**config.mk**
```make
export PLATFORM = sky130hd
export DESIGN_NAME = big2_turn_ctrl
export DESIGN_NICKNAME = d
export VERILOG_FILES = /design/src/rtl/big2_pkg.sv /design/src/rtl/big2_hand_counters.sv /design/src/rtl/big2_turn_ctrl.sv
export SDC_FILE = /design/constraint.sdc
export NUM_CORES = 1
export LEC_CHECK = 0
export ABC_AREA = 1
export BUFFER_PORTS_ARGS = -buffer_cell sky130_fd_sc_hd__buf_2
export CORE_ASPECT_RATIO = 1.4
export CORE_MARGIN = 5
export CORE_UTILIZATION = 50
export CTS_CLUSTER_SIZE = 40
export DETAILED_ROUTE_END_ITERATION = 10
export PLACE_DENSITY = 0.68
export SLEW_MARGIN = 20
export SYNTH_ARGS = -nofsm -noshare
export SYNTH_HDL_FRONTEND = slang
export SYNTH_SLANG_ARGS = --single-unit
```
**constraint.sdc**
```tcl
create_clock -name clka -period 2.4 [get_ports clka]
set_input_delay 0.48 -clock clka [delete_from_list [all_inputs] [get_ports clka]]
set_output_delay 0.48 -clock clka [all_outputs]
set_load 0.01 [all_outputs]
```
**src/rtl/big2_pkg.sv**
```systemverilog
// Shared definitions for the Big 2 datapath: controller state encoding, move limit
// and width helpers used by the controller, comparator and hand updater.
package big2_pkg;

  typedef enum logic [2:0] {
    ST_IDLE,
    ST_DEAL,
    ST_TURN,
    ST_COMPARE,
    ST_UPDATE,
    ST_CLEAR,
    ST_WIN
  } state_e;

  localparam int MAX_PLAY = 5;

  // Seat index width; a single seat bit is kept even for degenerate counts.
  function automatic int pw_of(input int num_players);
    return (num_players <= 2) ? 1 : $clog2(num_players);
  endfunction

  function automatic int cw_of(input int hand_size);
    return $clog2(hand_size + 1);
  endfunction

endpackage

```
**src/rtl/big2_hand_counters.sv**
```systemverilog
// Per-seat remaining-card counters: load all seats at once, decrement one seat,
// and read back one seat selected by index.
module big2_hand_counters #(
  parameter int NUM_PLAYERS = 2,
  parameter int CW          = 4,
  parameter int PW          = 1
) (
  input  logic          clka,
  input  logic          restart_n,
  input  logic          load_all,
  input  logic [CW-1:0] load_val,
  input  logic          dec_en,
  input  logic [PW-1:0] dec_idx,
  input  logic [CW-1:0] dec_amt,
  input  logic [PW-1:0] rd_idx,
  output logic [CW-1:0] rd_cnt
);

  logic [NUM_PLAYERS*CW-1:0] cnt_flat;

  for (genvar gi = 0; gi < NUM_PLAYERS; gi++) begin : g_seat
    logic [CW-1:0] cnt_q;
    logic [CW-1:0] cnt_d;

    always_comb begin
      cnt_d = cnt_q;
      if (load_all) begin
        cnt_d = load_val;
      end else if (dec_en && (dec_idx == PW'(gi))) begin
        cnt_d = cnt_q - dec_amt;
      end
    end

    always_ff @(posedge clka) begin
      if (!restart_n) begin
        cnt_q <= '0;
      end else begin
        cnt_q <= cnt_d;
      end
    end

    assign cnt_flat[gi*CW +: CW] = cnt_q;
  end

  // Unused seat codes read as zero rather than indexing past the array.
  always_comb begin
    rd_cnt = '0;
    for (int i = 0; i < NUM_PLAYERS; i++) begin
      if (rd_idx == PW'(i)) begin
        rd_cnt = cnt_flat[i*CW +: CW];
      end
    end
  end

endmodule

```
**src/rtl/big2_turn_ctrl.sv**
```systemverilog
// Big 2 game-flow controller for 2-4 seats: deals, validates moves, sequences the
// comparator and hand updater, tracks passes and clears the stack after a full round.
module big2_turn_ctrl #(
  parameter  int NUM_PLAYERS = 2,
  parameter  int HAND_SIZE   = 13,
  parameter  int MAX_PLAY    = big2_pkg::MAX_PLAY,
  localparam int PW          = big2_pkg::pw_of(NUM_PLAYERS),
  localparam int CW          = big2_pkg::cw_of(HAND_SIZE)
) (
  input  logic          clka,
  input  logic          RESTART_N,
  input  logic          START,
  input  logic          DEAL_DONE,
  input  logic [PW-1:0] FIRST_PLAYER,
  input  logic          MOVE_VALID,
  input  logic          MOVE_PASS,
  input  logic [2:0]    MOVE_CNT,
  output logic          MOVE_READY,
  output logic          MOVE_REJECT,
  output logic          CMP_REQ,
  input  logic          CMP_DONE,
  input  logic          CMP_LARGER,
  output logic          UPD_REQ,
  input  logic          UPD_DONE,
  output logic          DEAL_REQ,
  output logic          RESET_TOP,
  output logic [PW-1:0] CUR_PLAYER,
  output logic          FREE_LEAD,
  output logic          GAME_OVER,
  output logic [PW-1:0] WINNER
);
  import big2_pkg::*;

  localparam int XW = (CW > 3) ? CW : 3;

  state_e        state_q, state_d;
  logic [PW-1:0] cur_q, cur_d, leader_q, leader_d, pass_q, pass_d, winner_q, winner_d;
  logic          free_lead_q, free_lead_d;
  logic [2:0]    mv_cnt_q, mv_cnt_d;
  logic          ready_q, ready_d, reject_q, reject_d, cmp_req_q, cmp_req_d;
  logic          upd_req_q, upd_req_d, deal_req_q, deal_req_d;
  logic          reset_top_q, reset_top_d, game_over_q, game_over_d;

  logic [CW-1:0] rd_cnt;
  logic [XW-1:0] offer_ext, latched_ext, cnt_ext;
  logic          play_bad, move_bad, last_pass, upd_fire;

  big2_hand_counters #(
    .NUM_PLAYERS(NUM_PLAYERS),
    .CW         (CW),
    .PW         (PW)
  ) u_counters (
    .clka     (clka),
    .restart_n(RESTART_N),
    .load_all (state_q == ST_DEAL),
    .load_val (CW'(HAND_SIZE)),
    .dec_en   (upd_fire),
    .dec_idx  (cur_q),
    .dec_amt  (CW'(mv_cnt_q)),
    .rd_idx   (cur_q),
    .rd_cnt   (rd_cnt)
  );

  function automatic logic [PW-1:0] next_seat(input logic [PW-1:0] seat);
    return (seat == PW'(NUM_PLAYERS - 1)) ? '0 : seat + PW'(1);
  endfunction

  assign offer_ext   = XW'(MOVE_CNT);
  assign latched_ext = XW'(mv_cnt_q);
  assign cnt_ext     = XW'(rd_cnt);
  assign play_bad    = (offer_ext == '0) || (offer_ext > XW'(MAX_PLAY)) || (offer_ext > cnt_ext);
  assign move_bad    = MOVE_PASS ? free_lead_q : play_bad;
  assign last_pass   = (pass_q + PW'(1)) == PW'(NUM_PLAYERS - 1);
  assign upd_fire    = (state_q == ST_UPDATE) && UPD_DONE;

  always_comb begin
    state_d     = state_q;
    cur_d       = cur_q;
    leader_d    = leader_q;
    pass_d      = pass_q;
    winner_d    = winner_q;
    free_lead_d = free_lead_q;
    mv_cnt_d    = mv_cnt_q;
    reject_d    = 1'b0;
    unique case (state_q)
      ST_IDLE: if (START) state_d = ST_DEAL;
      ST_DEAL: begin
        if (DEAL_DONE) begin
          state_d     = ST_TURN;
          cur_d       = FIRST_PLAYER;
          leader_d    = FIRST_PLAYER;
          free_lead_d = 1'b1;
          pass_d      = '0;
        end
      end
      ST_TURN: begin
        if (MOVE_VALID && ready_q) begin
          if (move_bad) begin
            reject_d = 1'b1;
          end else if (MOVE_PASS) begin
            pass_d = pass_q + PW'(1);
            if (last_pass) state_d = ST_CLEAR;
            else cur_d = next_seat(cur_q);
          end else begin
            mv_cnt_d = MOVE_CNT;
            state_d  = free_lead_q ? ST_UPDATE : ST_COMPARE;
          end
        end
      end
      ST_COMPARE: begin
        if (CMP_DONE) begin
          state_d  = CMP_LARGER ? ST_UPDATE : ST_TURN;
          reject_d = !CMP_LARGER;
        end
      end
      ST_UPDATE: begin
        if (UPD_DONE) begin
          leader_d    = cur_q;
          pass_d      = '0;
          free_lead_d = 1'b0;
          // The reject rule guarantees rd_cnt >= latched count, so equality means empty hand.
          if (cnt_ext == latched_ext) begin
            state_d  = ST_WIN;
            winner_d = cur_q;
          end else begin
            state_d = ST_TURN;
            cur_d   = next_seat(cur_q);
          end
        end
      end
      ST_CLEAR: begin
        state_d     = ST_TURN;
        cur_d       = leader_q;
        free_lead_d = 1'b1;
        pass_d      = '0;
      end
      ST_WIN: begin
        if (START) begin
          state_d     = ST_IDLE;
          free_lead_d = 1'b0;
        end
      end
      default: state_d = ST_IDLE;
    endcase
    // Level outputs are registered copies of the next-state decode.
    ready_d     = (state_d == ST_TURN);
    cmp_req_d   = (state_d == ST_COMPARE);
    upd_req_d   = (state_d == ST_UPDATE);
    deal_req_d  = (state_d == ST_DEAL);
    reset_top_d = (state_d == ST_CLEAR);
    game_over_d = (state_d == ST_WIN);
  end

  always_ff @(posedge clka) begin
    if (!RESTART_N) begin
      state_q     <= ST_IDLE;
      cur_q       <= '0;
      leader_q    <= '0;
      pass_q      <= '0;
      winner_q    <= '0;
      free_lead_q <= 1'b0;
      mv_cnt_q    <= '0;
      ready_q     <= 1'b0;
      reject_q    <= 1'b0;
      cmp_req_q   <= 1'b0;
      upd_req_q   <= 1'b0;
      deal_req_q  <= 1'b0;
      reset_top_q <= 1'b0;
      game_over_q <= 1'b0;
    end else begin
      state_q     <= state_d;
      cur_q       <= cur_d;
      leader_q    <= leader_d;
      pass_q      <= pass_d;
      winner_q    <= winner_d;
      free_lead_q <= free_lead_d;
      mv_cnt_q    <= mv_cnt_d;
      ready_q     <= ready_d;
      reject_q    <= reject_d;
      cmp_req_q   <= cmp_req_d;
      upd_req_q   <= upd_req_d;
      deal_req_q  <= deal_req_d;
      reset_top_q <= reset_top_d;
      game_over_q <= game_over_d;
    end
  end

  assign MOVE_READY  = ready_q;
  assign MOVE_REJECT = reject_q;
  assign CMP_REQ     = cmp_req_q;
  assign UPD_REQ     = upd_req_q;
  assign DEAL_REQ    = deal_req_q;
  assign RESET_TOP   = reset_top_q;
  assign CUR_PLAYER  = cur_q;
  assign FREE_LEAD   = free_lead_q;
  assign GAME_OVER   = game_over_q;
  assign WINNER      = winner_q;

endmodule

```
# --- Word-level counts from Yosys, hierarchy flattened ---
# Cells that the tools add are included.
op_classes:
  mul: 0
  bitwise: 4
  order_cmp: 2
  n_div: 0
  n_shift: 0
  add_sub_neg: 4
  mux: 43
  eq_ne: 21
  reduce_logical: 21
ops:
  columns: ["op", "count"]
  rows:
  - ["2-to-1 mux 3 bit", 12]
  - ["one-hot mux 3 bit (7 select lines)", 1]
  - ["2-to-1 mux 1 bit", 20]
  - ["2-to-1 mux 4 bit", 5]
  - ["equality test 3 bit, second input constant", 6]
  - ["inequality test 2 bit, second input constant", 8]
  - ["equality test 3 x 2 -> 1 bit, second input constant", 4]
  - ["one-hot mux 1 bit (4 select lines)", 3]
  - ["AND reduction 4 bit", 2]
  - ["AND reduction 8 bit", 1]
  - ["nonzero test 4 bit", 2]
  - ["subtractor 4 x 3 -> 4 bit", 2]
  - ["equality test 3 x 1 -> 1 bit, second input constant", 2]
  - ["AND reduction 3 bit", 2]
  - ["AND reduction 6 bit", 1]
  - ["nonzero test 2 bit", 3]
  - ["equality test 4 x 3 -> 1 bit", 1]
  - ["greater-than comparator 3 x 4 -> 1 bit", 1]
  - ["logical AND 1 bit", 4]
  - ["zero test 4 bit", 1]
  - ["NOT 1 bit", 4]
  - ["one-hot mux 1 bit (2 select lines)", 2]
  - ["greater-than comparator 3 bit, second input constant", 1]
  - ["zero test 3 bit", 1]
  - ["other kinds (4)", 6]
totals:
  in_bits: 13
  mem_bits_rw: 0
  n_memories: 0
  mem_bits_ro: 0
  wordCells: 113
  output_inout_bits: 10
  reg_bits: 26
  latch_bits: 0

# --- Longest topological paths before layout ---
logic_depth:
  ltp_word: 8
  ltp_mapped: 17
  mapped_depth_nobuf: 17

# --- Cells and area by module ---
# From an unflattened synthesis, not the netlist that was laid out.
unflattened:
  cells_unflattened: 268
  hier_area_um2: 1780.5
modules_own_cells:
  columns: ["mod", "seq_area_each_um2", "cells_each", "area_per_inst_um2", "instances"]
  rows:
  - ["big2_turn_ctrl", 360.3, 172, 1094.8, 1]
  - ["big2_hand_counters", 160.2, 96, 685.7, 1]

# --- Least setup slack after synthesis ---
# Ideal clock, no wire load.
synth_timing:
  path_kind: "register -> register"
  startpoint: "reg cur_q (netlist: CUR_PLAYER)"
  endpoint: "reg game_over_q (netlist: GAME_OVER)"
  n_path_buf: 1
  synth_period_minus_slack_ns: 1.857
  setup_ns: 0.115
  required_ns: 2.285
  arrival_ns: 1.742
  path_slack_ns: 0.543
  path_stages_with_launch: 17
  path_cell_list: "dfxtp_1 -> buf_6 -> o21ai_0 -> inv_1 -> ha_1 -> nand2_1 -> nand2_1 -> nand2_1 -> nand2_1 -> nand2_1 -> nand2_2 -> nand2_2 -> nand3_1 -> nand2_1 -> nand2_1 -> nand2_1 -> nor2_1"
synth_between:
  elab_chain_cells: 8
  word_cells_on_any_way: 11
  cone_classes: "order compare (1); eq/ne (2); mux (7); reduce/logical (1)"
synth_rtl:
  columns: ["element", "line_no", "rtl"]
  rows:
  - ["from (decl)", "big2_turn_ctrl.sv:37", "logic [PW-1:0] cur_q, cur_d, leader_q, leader_d, pass_q, pass_d, winner_q, winner_d;"]
  - ["from (signal assigned)", "big2_turn_ctrl.sv:172", "cur_q <= cur_d;"]
  - ["2-to-1 mux 4 bit *", "big2_hand_counters.sv:49", "if (rd_idx == PW'(i)) begin"]
  - ["greater-than comparator 3 x 4 -> 1 bit", "big2_turn_ctrl.sv:71", "assign play_bad = (offer_ext == '0) || (offer_ext > XW'(MAX_PLAY)) || (offer_ext > cnt_ext);"]
  - ["logical OR 1 bit", "big2_turn_ctrl.sv:71", null]
  - ["2-to-1 mux 1 bit", "big2_turn_ctrl.sv:72", "assign move_bad = MOVE_PASS ? free_lead_q : play_bad;"]
  - ["2-to-1 mux 3 bit", "big2_turn_ctrl.sv:98", "if (move_bad) begin"]
  - ["2-to-1 mux 3 bit", "big2_turn_ctrl.sv:97", "if (MOVE_VALID && ready_q) begin"]
  - ["one-hot mux 3 bit (7 select lines) *", "big2_turn_ctrl.sv:85", "unique case (state_q)"]
  - ["equality test 3 bit *", "big2_turn_ctrl.sv:151", "game_over_d = (state_d == ST_WIN);"]
  - ["to (signal assigned)", "big2_turn_ctrl.sv:184", "game_over_q <= game_over_d;"]
  - ["to (decl)", "big2_turn_ctrl.sv:42", "logic reset_top_q, reset_top_d, game_over_q, game_over_d;"]
# Mark *: on every way between the ends. The rest lies on a longest branch, timed or not.
# A chain may end at the register's enable or synchronous reset.

# --- Worst setup path in the final report ---
layout_timing:
  startpoint: "reg cur_q (netlist: CUR_PLAYER)"
  endpoint: "reg ready_q (netlist: MOVE_READY)"
layout_between:
  elab_chain_cells: 8
  word_cells_on_any_way: 11
  cone_classes: "order compare (1); eq/ne (2); mux (7); reduce/logical (1)"
layout_rtl:
  columns: ["element", "line_no", "rtl"]
  rows:
  - ["2-to-1 mux 4 bit *", "big2_hand_counters.sv:49", null]
  - ["greater-than comparator 3 x 4 -> 1 bit", "big2_turn_ctrl.sv:71", null]
  - ["logical OR 1 bit", "big2_turn_ctrl.sv:71", null]
  - ["2-to-1 mux 1 bit", "big2_turn_ctrl.sv:72", null]
  - ["2-to-1 mux 3 bit", "big2_turn_ctrl.sv:98", null]
  - ["2-to-1 mux 3 bit", "big2_turn_ctrl.sv:97", null]
  - ["one-hot mux 3 bit (7 select lines) *", "big2_turn_ctrl.sv:85", null]
  - ["equality test 3 x 2 -> 1 bit *", "big2_turn_ctrl.sv:146", "ready_d = (state_d == ST_TURN);"]
  - ["to (signal assigned)", "big2_turn_ctrl.sv:178", "ready_q <= ready_d;"]
  - ["to (decl)", "big2_turn_ctrl.sv:40", "logic ready_q, ready_d, reject_q, reject_d, cmp_req_q, cmp_req_d;"]
# Marked as above.

==> impl_metrics.ini <==
[run_status]
status = finished, final reports clean

[floorplanning]
die_y_um = 77.7
die_area_um2 = 4530
placementRows = 24
start_util_pct = 52.4
ios = 23
core_um2 = 3120
die_w_um = 58.3

[clocking]
cts_tree = built
post-cts-setup-buffer-count = 0
cts_inserted_buffers = 3
ctsHoldBuffers = 0
htree_levels = 1
ctsResizeCount = 0
cts.clk_slew.worst_paths_ns = 0.09
cts.path.max_buffers = 2
cts.sinks = 26
insertion_delay_ns = 0.27
clockRootBuffer = clkbuf_8

[drt]
drc = 0
firstDrtPassIters = 4
viasPerCell = 5.20
drt_iter0_markers = 38
vias = 1590
antenna_left = 0
routed_wl_um = 3940
wl_per_cell_um = 12.9

[global_routing]
grt_max_degree = 16
track_usage_pct = 19.0
grt-ovfl-total = 0
grt_pass1_vias = 1573
antenna_found_initial = 0
grt_first_pass_wirelength_um = 6720

[sta]
fin_crit_sh_pct = 83.4
drv_slew = 0
setup_ws_ns = 0.397
fmax_mhz = 499
rsz0062_at_grt = false
finalCriticalPeriod_ns = 2.00
hold_violations = 0
setup_violations = 0
slew_headroom_pct = 77.8
worst_pin_slew_ns = 0.332
fin_setup_tns_ns = 0
finClkSkew_ns = 0.00167

[place]
place_congestion = 0.878
post-place-ws_ns = 0.392
placed_area_um2 = 1780
dpl.hpwl_um = 3230
place_inst = 302
port_buffers = 22

[setup_path]
ff2ff_path_depth = 15
critPathTopFamily = simple AND/OR/NAND/NOR gates
start_kind = flip-flop
worstSetupEndpointType = flip-flop
path_class = reg2reg
critical_path_arrival_ns = 2.18
cp_slowest_stage_delay_ns = 0.45
rrSetupSlack_ns = 0.40
crit_top_cell = nand2_1
worstReg2RegEnd = MOVE_READY$_SDFF_PN0_
r2r-start = CUR_PLAYER$_SDFFE_PN0P_
worstPathRequired_ns = 2.57
crit_buf_inv = 2
cp_slowest_cell = dfxtp_1
cp_max_fo = 7
worstPathCellList = inv_1, nand2_1, nand2_1, ha_1, inv_1, nor2_1, nor2_1, nand2_1, nand2_2, nand2_2, nand3_1, nand2_1, nand2_1, nand2_1, nor2_1

[yosys]
synthTopCellsByArea = dfxtp_1, nand2_1, inv_1, nand3_1, ha_1
yosysUniqueCellTypes = 30
ys_seq_elements = 26
netlist_area_um2 = 1640
ys_warn_count = 0
synth_edf_count = 0
async_flop_share_pct = 0
synth.net_count = 266
syn_avg_cell_area_um2 = 6.76
synth_cells = 242
synth_area_leader_cell = dfxtp_1
synthDominantCellAreaShare_pct = 31.8
yosysSeqAreaShare_pct = 31.8
synth_flop_cell = dfxtp_1

[pwr]
power_density_nw_per_um2 = 607
p_total_mw = 1.12
leakage_nw = 0.907
ir_drop_mv = 0.371

[min_path]
hold_path.class = reg2reg
min_to = u_counters.g_seat[1].cnt_q[3]$_SDFFE_PN0P_
min_from = u_counters.g_seat[1].cnt_q[3]$_SDFFE_PN0P_
hold_depth = 2

[cells_and_area]
multiInputGateArea_um2 = 936
nFillCells = 338
area_growth_pct = 13.2
final_common_cell = nand2_1
fin_nets = 292
drive_gt1_share_pct = 15.4
n_antenna_cell = 0
final_area_um2 = 1850
layout_common_cells = nand2_1, inv_1, nor2_1, dfxtp_1, nand3_1
final-instance-count-excl-fill = 306
regArea_um2 = 520

[run]
max-cap-violations = 0
[per-stage QoR]
stage | utilization, % | hold slack, ns
3_3_place_gp | 57.0 | 0.481
5_1_grt | 59.3 | 0.520
4_1_cts | 59.3 | 0.495
2_1_floorplan | - | 0.458
3_5_place_dp | 57.0 | 0.481
6_report | 59.3 | 0.502
[power by group]
| group | leakage, nW | switching, mW | internal (mW) | total, mW |
|---|---|---|---|---|
| registers | 0.212 | 0.0263 | 0.460 | 0.487 |
| logic | 0.659 | 0.169 | 0.100 | 0.270 |
| clock network | 0.0357 | 0.143 | 0.223 | 0.366 |
[synthesized netlist by cell type (3+ instances only)]
cell     instances
nor2_2           3
nand2_1         49
a31oi_1          4
nand3_1         23
dfxtp_1         26
inv_1           37
nand4_1          3
nand2_2          4
a21oi_1         16
o21ai_0         13
ha_1             9
nor2_1          29
[worst min-delay path: stages, from the launching register on]
cell	delay, ns
dfxtp_1	0.34
nand2_1	0.07
a21oi_1	0.06
[worst max-delay path by stage]
stage / slack, ns / cells after the start / from / end
floorplan: 0.54 / 16 / CUR_PLAYER$_SDFFE_PN0P_ / GAME_OVER$_SDFF_PN0_
global placement: 0.41 / 15 / CUR_PLAYER$_SDFFE_PN0P_ / GAME_OVER$_SDFF_PN0_
detailed placement: 0.39 / 15 / CUR_PLAYER$_SDFFE_PN0P_ / MOVE_READY$_SDFF_PN0_
CTS: 0.38 / 15 / CUR_PLAYER$_SDFFE_PN0P_ / MOVE_READY$_SDFF_PN0_
global route: 0.12 / 14 / CUR_PLAYER$_SDFFE_PN0P_ / DEAL_REQ$_SDFF_PN0_
finish: 0.40 / 15 / CUR_PLAYER$_SDFFE_PN0P_ / MOVE_READY$_SDFF_PN0_
[metal layers]
metal | vias to the layer above | track usage (%) | part of all wire, %
met4 | 0 | 10.9 | 4.6
li1 | 837 | - | -
met3 | 14 | 2.33 | 3.0
met1 | 707 | 21.2 | 41
met2 | 32 | 33.7 | 51
met5 | - | 0 | 0
[logic make-up (layout without fill, tap and decap cells)]
logic type,count (synthesis),in the layout,synth area share [%]
AND/OR/NAND/NOR,119,119,32.6
buffers and inverters,43,68,10.9
AO/OA/AOI/OAI,41,41,14.2
flip-flops,26,26,31.8
adder cells (fa/ha/maj),11,11,9.33
XOR/XNOR,2,2,1.07
[flip-flops by register name (all words and copies together) (netlist names)]
name,count
state_q,3
CUR_PLAYER,1
mv_cnt_q,3
pass_q,1
MOVE_REJECT,1
CMP_REQ,1
MOVE_READY,1
RESET_TOP,1
leader_q,1
UPD_REQ,1
WINNER,1
u_counters.g_seat.cnt_q,8
GAME_OVER,1
DEAL_REQ,1
FREE_LEAD,1
[area by class of cell]
cell class	count	share of cell area (%)
flip-flops and latches	26	28.1
well taps	39	2.64
clock buffers	3	2.23
clock inverters	1	1.62
inverters	41	8.45
multi-input cells	173	50.6
repair buffers	23	6.36
Note: power is estimated with default switching activity, not from simulation.
